`config.mk`:
```
export PLATFORM = sky130hd
export DESIGN_NAME = deser_align_ctrl
export DESIGN_NICKNAME = d
export VERILOG_FILES = /design/src/rtl/deser_align_ctrl.sv
export SDC_FILE = /design/constraint.sdc
export NUM_CORES = 1
export LEC_CHECK = 0
export CAP_MARGIN = 20
export CELL_PAD_IN_SITES_DETAIL_PLACEMENT = 1
export CELL_PAD_IN_SITES_GLOBAL_PLACEMENT = 2
export CORE_MARGIN = 2
export CORE_UTILIZATION = 29
export DETAILED_ROUTE_END_ITERATION = 10
export PLACE_DENSITY_LB_ADDON = 0.08
export SYNTH_ARGS = -nofsm -noshare
export SYNTH_HDL_FRONTEND = slang
export SYNTH_SLANG_ARGS = --single-unit
```
`constraint.sdc`:
```
create_clock -name clk -period 2.5 [get_ports clk]
set_clock_uncertainty 0.2 [all_clocks]
set_input_delay 0.25 -clock clk [delete_from_list [all_inputs] [get_ports clk]]
set_output_delay 0.25 -clock clk [all_outputs]
set_load 0.1 [all_outputs]
```
`src/rtl/deser_align_ctrl.sv`:
```
// deser_align_ctrl: word-alignment controller for a serial deserializer.
// Watches the parallel word for a known training pattern, issues bitslip
// pulses until it is found, confirms it over LOCK_CNT consecutive valid
// words, and drops lock after LOSS_CNT consecutive bad words.
// Optional feature macro: DESER_ALIGN_STATS_EN adds the slip_cnt and
// relock_cnt statistics outputs.
module deser_align_ctrl #(
  parameter int                DATA_W     = 8,
  parameter logic [DATA_W-1:0] TRAIN_PAT  = 8'h5C,
  parameter int                SETTLE_CYC = 4,
  parameter int                LOCK_CNT   = 16,
  parameter int                LOSS_CNT   = 4
) (
  input  logic              clk,
  input  logic              reset,
  input  logic              start,
  input  logic [DATA_W-1:0] data_in,
  input  logic              data_vld,
  output logic              bitslip,
  output logic              locked,
  output logic              align_err,
  output logic              busy
`ifdef DESER_ALIGN_STATS_EN
  ,
  output logic [3:0]        slip_cnt,
  output logic [7:0]        relock_cnt
`endif
);

  // Counter widths: each holds 0..max, so clog2(max+1) bits.
  localparam int SW = (DATA_W > 1) ? $clog2(DATA_W) : 1;
  localparam int MW = $clog2(LOCK_CNT + 1);
  localparam int LW = $clog2(LOSS_CNT + 1);
  localparam int TW = $clog2(SETTLE_CYC + 1);

  localparam logic [SW-1:0] SLIP_LAST   = SW'(DATA_W - 1);
  localparam logic [MW-1:0] MATCH_LAST  = MW'(LOCK_CNT - 1);
  localparam logic [MW-1:0] MATCH_MAX   = MW'(LOCK_CNT);
  localparam logic [LW-1:0] LOSS_LAST   = LW'(LOSS_CNT - 1);
  localparam logic [TW-1:0] SETTLE_LAST = TW'(SETTLE_CYC - 1);

  localparam logic [SW-1:0] S_ONE = SW'(1);
  localparam logic [MW-1:0] M_ONE = MW'(1);
  localparam logic [LW-1:0] L_ONE = LW'(1);
  localparam logic [TW-1:0] T_ONE = TW'(1);

  typedef enum logic [2:0] {
    IDLE   = 3'd0,
    CHECK  = 3'd1,
    SLIP   = 3'd2,
    SETTLE = 3'd3,
    VERIFY = 3'd4,
    LOCKED = 3'd5,
    FAIL   = 3'd6
  } state_t;

  state_t state, state_nxt;

  logic [SW-1:0] slip_count;
  logic [MW-1:0] match_count;
  logic [LW-1:0] loss_count;
  logic [TW-1:0] settle_count;

  // Only valid words can match or mismatch; invalid cycles are neutral.
  logic hit, miss;
  assign hit  = data_vld && (data_in == TRAIN_PAT);
  assign miss = data_vld && (data_in != TRAIN_PAT);

  // Out of slip budget: a miss now means no alignment exists.
  logic slips_left;
  assign slips_left = (slip_count < SLIP_LAST);

  // State register.
  always_ff @(posedge clk) begin
    if (!reset) state <= IDLE;
    else        state <= state_nxt;
  end

  // Next-state decode.
  always_comb begin
    state_nxt = state;
    unique case (state)
      IDLE:   if (start) state_nxt = CHECK;
      CHECK: begin
        if (hit)       state_nxt = (LOCK_CNT <= 1) ? LOCKED : VERIFY;
        else if (miss) state_nxt = slips_left ? SLIP : FAIL;
      end
      SLIP:   state_nxt = SETTLE;
      SETTLE: if (settle_count >= SETTLE_LAST) state_nxt = CHECK;
      VERIFY: begin
        if (hit && match_count >= MATCH_LAST) state_nxt = LOCKED;
        else if (miss)                        state_nxt = slips_left ? SLIP : FAIL;
      end
      LOCKED: if (miss && loss_count >= LOSS_LAST) state_nxt = CHECK;
      FAIL:   if (start) state_nxt = CHECK;
      default: state_nxt = IDLE;
    endcase
  end

  // Outputs are pure state decodes, so reset forces them low immediately
  // and bitslip can never outlive the single SLIP cycle.
  always_comb begin
    bitslip   = (state == SLIP);
    locked    = (state == LOCKED);
    align_err = (state == FAIL);
    busy      = !((state == IDLE) || (state == LOCKED) || (state == FAIL));
  end

  // Alignment counters; all saturate and only move on valid words,
  // except the settle timer and the slip increment.
  always_ff @(posedge clk) begin
    if (!reset) begin
      slip_count   <= '0;
      match_count  <= '0;
      loss_count   <= '0;
      settle_count <= '0;
    end else begin
      unique case (state)
        IDLE, FAIL: begin
          if (start) begin
            slip_count  <= '0;
            match_count <= '0;
            loss_count  <= '0;
          end
        end
        CHECK: begin
          if (hit)       match_count <= M_ONE;
          else if (miss) match_count <= '0;
        end
        SLIP: begin
          if (slip_count != SLIP_LAST) slip_count <= slip_count + S_ONE;
          settle_count <= '0;
        end
        SETTLE: begin
          if (settle_count < SETTLE_LAST) settle_count <= settle_count + T_ONE;
        end
        VERIFY: begin
          if (hit) begin
            if (match_count != MATCH_MAX) match_count <= match_count + M_ONE;
          end else if (miss) begin
            match_count <= '0;
          end
        end
        LOCKED: begin
          if (hit) begin
            loss_count <= '0;
          end else if (miss) begin
            if (loss_count >= LOSS_LAST) begin
              // Lock lost: restart the search from scratch.
              loss_count  <= '0;
              slip_count  <= '0;
              match_count <= '0;
            end else begin
              loss_count <= loss_count + L_ONE;
            end
          end
        end
        default: ;
      endcase
    end
  end

`ifdef DESER_ALIGN_STATS_EN
  logic [3:0] slip_stat;
  logic [7:0] relock_stat;

  // Snapshot the slips used on entry to LOCKED; relocks count lock losses.
  always_ff @(posedge clk) begin
    if (!reset) begin
      slip_stat   <= '0;
      relock_stat <= '0;
    end else begin
      if (state_nxt == LOCKED && state != LOCKED) slip_stat <= 4'(slip_count);
      if (state == LOCKED && state_nxt == CHECK && relock_stat != 8'hFF)
        relock_stat <= relock_stat + 8'd1;
    end
  end

  assign slip_cnt   = slip_stat;
  assign relock_cnt = relock_stat;
`endif

endmodule

```
; ---- After elaboration in Yosys (flattened, before gate mapping)
; Index checks and enable logic that the tools add are counted.
[word_totals]
ff_bits = 17
input_bits = 12
output_inout_bits = 4
wordCells = 81
[op_classes]
addsub = 4
order_cmp = 5
eq_ne = 20
n_mux = 29
reduce_logical = 18
[ops]
columns = cell, count
row1 = 3-bit two-way mux, 16
row2 = 5-bit two-way mux, 8
row3 = 5-bit one-hot mux with 4 select lines, 1
row4 = 3-bit one-hot mux with 6 select lines, 1
row5 = 3-bit one-hot mux with 2 select lines, 2
row6 = 6-bit AND reduction, 2
row7 = 2-bit by 1-bit != test with 1-bit output (second input constant), 5
row8 = 3-bit by 1-bit adder with 3-bit output (second input constant), 3
row9 = 3-bit == test (second input constant), 3
row10 = 3-bit one-hot mux with 3 select lines, 1
row11 = 8-bit by 7-bit == test with 1-bit output (second input constant), 1
row12 = 8-bit by 7-bit != test with 1-bit output (second input constant), 1
row13 = 3-bit by 2-bit == test with 1-bit output (second input constant), 2
row14 = 3-bit by 2-bit >= comparator with 1-bit output (second input constant), 2
row15 = 2-bit != test (second input constant), 3
row16 = 3-bit != test (second input constant), 2
row17 = 3-bit AND reduction, 2
row18 = 5-bit by 1-bit adder with 5-bit output (second input constant), 1
row19 = 5-bit by 4-bit >= comparator with 1-bit output (second input constant), 1
row20 = 5-bit != test (second input constant), 1
row21 = 1-bit logical AND, 4
row22 = 2-bit nonzero test, 2
row23 = 4-bit nonzero test, 1
row24 = 3-bit by 1-bit == test with 1-bit output (second input constant), 1
row25 = other kinds (9), 10

; ---- Longest topological paths before layout
[depth]
ltp_word = 5
ltp_mapped = 7

; ---- Least setup slack after synthesis
; OpenSTA, ideal clock, no wires.
[synth_timing]
kind = flip-flop to output port
startpoint = reg state[2]
endpoint = out busy
t_arrival_ns = 2.239
required_time_ns = 2.050
slack_ns = -0.189
stages_incl_launch_ff = 5
cell_sequence = dfxtp_1 > buf_4 > clkbuf_1 > nor3_1 > a21oi_1
[synth_between]
elab_chain_cells = 4
elab_cells_between_ends = 6
classes_between = eq/ne: 2 / reduce/logical: 4
[synth_lines]
columns = element, line_no
row1 = from (decl), 57  ; state_t state, state_nxt;
row2 = from (signal assigned), 76  ; else state <= state_nxt;
row3 = 3-bit == test / 3-bit logical NOT (equally long branches), 106  ; busy = !((state == IDLE) || (state == LOCKED) || (state == FAIL));
row4 = 1-bit logical OR, 106
row5 = 1-bit logical OR *, 106
row6 = 1-bit logical NOT *, 106
row7 = to (decl), 22  ; output logic busy
; Mark *: on every way between the ends. The rest lies on a longest branch, timed or not.

; ---- Worst setup path in the final report
[layout_timing]
startpoint = reg state[1]
endpoint = out bitslip
[layout_between]
elab_chain_cells = 1
[layout_lines]
columns = element, line_no
row1 = 3-bit by 2-bit == test with 1-bit output, 103  ; bitslip = (state == SLIP);
row2 = to (decl), 19  ; output logic bitslip,
; No other way between the ends.

==> impl_metrics.ini <==
[outcome]
status = finished, final reports clean

[clock_tree]
clkTransAtPathRegs_ns = 0.07
cts.hold.buffers_added = 0
root_buffer = clkbuf_8
cts_setup_buffers = 0
cts_tree = done
clk_latency_ns = 0.26
clock_sinks = 17
cts_buffer_depth = 2
htree_levels = 1
ctsResizeCount = 0
cts_buffers = 3

[drt]
dr.pass1.iters = 4
vias = 1255
via_per_inst = 5.433
drtIter0Drc = 52
detail_route.wl_per_cell_um = 17.15
drc = 0
wirelength_um = 3961
drtAntennaViolNets = 0

[setup_path]
worst_setup_path_start_kind = register
crit_fanout = 14
criticalPathCategory = reg -> out
end_kind = primary output
crit_arrival_ns = 1.68
worst_ep_required_time_ns = 2.05
cp-startpoint = state[1]$_SDFFE_PN0P_
worstReg2RegStart = loss_count[0]$_SDFFE_PN0P_

[global_routing]
grt_pass1_vias = 1389
antenna_found_initial = 0
grtUsageTotal_pct = 16.74
grt_max_degree = 21
overflow = 0
grt_pass1_wl_um = 6796

[logic_synthesis]
ys_seq_area_share_pct = 24.95
synth-edff-count = 0
synth-seq-cells = 17
synth.largest_area_cell = dfxtp_1
ys_warn_count = 0
syn_avg_cell_area_um2 = 8.471
syn-cell-area_um2 = 1364
synth_cells = 161
synth-main-ff-cell = dfxtp_1
synth.top_cell.area_share_pct = 24.95
yosys-top-cells-area = dfxtp_1 (25%), ha_1 (8.3%), mux2i_1 (3.7%), inv_1 (3.6%), nand2_1 (3.6%)
synth-async-reset-ratio_pct = 0
yosysUniqueCellTypes = 58
synth_nets = 182

[floorplanning]
fp-row-count = 24
die_area_um2 = 5267
start_util_pct = 30.69
die_w_um = 72.58
core_area_um2 = 4444
io_pins = 16
die_h_um = 72.58

[place]
gp_congestion = 0.7409
dp_hpwl_um = 3081
portBuffers = 15
place_inst = 227
placed_cell_area_um2 = 1624

[finish]
stdcell_count = 231
final_layout_size_suffix_gt1_share_pct = 20.67
antennaDiodeCount = 0
nNetsFinal = 201
final.fill_count = 516
final_area_um2 = 1670
area_delta_synth_final_pct = 22.48

[pwr]
max-vdd-ir-drop_mv = 0.2753
powerDensity_nw_per_um2 = 468.6
power_uw = 782.8
leakagePower_nw = 0.6727

[timing]
finalMaxSlewViolations = 0
tightest_slew_ns = 0.7126
timing.fmax_mhz = 468.8
rsz0062_at_grt = false
maxSlewHeadroom_pct = 52.43
period_needed_ns = 2.133
fin_crit_sh_pct = 85.32
setup_tns_ns = 0
setup_viol = 0
whs_ns = 0.2876
finalHoldViolCount = 0

[worst_hold_path]
hold_path.class = reg -> reg
hold_start = slip_count[1]$_SDFFE_PN0P_

[flow_run]
cap_violations = 0
[final cells by class]
class,count,area [um^2],share of cell area (%)
Sequential cell,17,341.6,20.45
Timing Repair Buffer,23,250.2,14.98
Inverter,13,48.80,2.921
Multi-Input combinational cell,122,919.6,55.06
Clock buffer,4,45.04,2.697
Tap cell,52,65.06,3.895
[cells in the mapped netlist (all sizes together) (2+ instances only)]
cell type / n
a211o: 2
a211oi: 2
a21oi: 11
a31oi: 3
a32o: 2
and3: 3
buf: 6
clkbuf: 3
dfxtp: 17
ha: 9
inv: 13
mux2i: 5
nand2: 15
nand2b: 6
nand3: 6
nand3b: 2
nor2: 8
nor2b: 5
nor3: 7
nor3b: 2
nor4: 2
o211ai: 2
o21ai: 4
o21bai: 4
o31ai: 2
or3: 2
[power by group]
part | switching, mW | internal, mW
clock network | 0.101 | 0.113
registers | 0.0312 | 0.279
logic | 0.148 | 0.110
[cell families (layout without fill, tap and decap cells)]
kind of cell / count (synthesis) / count (layout) / share of synthesized area, %
compound gates: 39 / 39 / 22.29
xor+xnor: 2 / 2 / 1.285
fa+ha+maj: 9 / 9 / 8.257
buf+inv: 22 / 40 / 7.890
flops: 17 / 17 / 24.95
mux: 6 / 6 / 4.496
simple gates: 66 / 66 / 30.83
[registers in the layout, indices dropped and copies added, names as in the netlist]
signal        cells
loss_count        3
match_count       5
settle_count      3
slip_count        3
state             3
[final timing paths]
kind / slack [ns] / endpoint / cells past startpoint
setup / recovery: 0.37 / bitslip / 4
hold / removal: 0.29 / slip_count[1]$_SDFFE_PN0P_ / 2
setup reg to reg: 0.38 / slip_count[0]$_SDFFE_PN0P_ / 6
hold reg to reg: 0.29 / slip_count[1]$_SDFFE_PN0P_ / 2
[per-layer routing]
metal  vias to the layer above  global-route usage [%]  wire [um]  share of wire [%]
met1                       604                   20.61       1817                 46
met2                        26                   28.48       1881                 47
li1                        614                       -          -                  -
met3                        11                   2.901        159                4.0
met5                         -                       0          0                  0
met4                         0                   7.407        103                2.6
[layout by cell type (no fill, tap or decap), types with 2 or more instances in the layout]
master	count
a32o_1	2
clkbuf_8	3
ha_1	9
nand2_1	13
nor4_1	2
a31oi_1	3
nand2_2	2
or3_1	2
nand2b_1	6
dfxtp_1	16
nor2_1	8
a21oi_2	4
nor3_2	2
and3_1	3
o21ai_0	2
nor3_1	5
a211oi_1	2
mux2i_1	5
clkdlybuf4s50_1	11
o21bai_1	2
buf_4	8
o21bai_2	2
inv_1	13
a21oi_1	7
nor2b_1	4
buf_12	4
nand3_1	6
[per-stage QoR]
stage	util, %	worst slack (ns)
CTS	37.56	0.1041
global route	37.58	0.2045
detailed placement	36.54	0.2270
floorplan	-	0.4085
finish	37.58	0.3670
global placement	36.54	0.2652
[worst max-delay path, stage by stage, from the launching register on]
cell and delay, ns:
dfxtp_2 0.55, nor2b_1 0.31, nor2b_1 0.21, buf_4 0.17, buf_12 0.17
No activity file was read; power rests on OpenSTA's default activity.
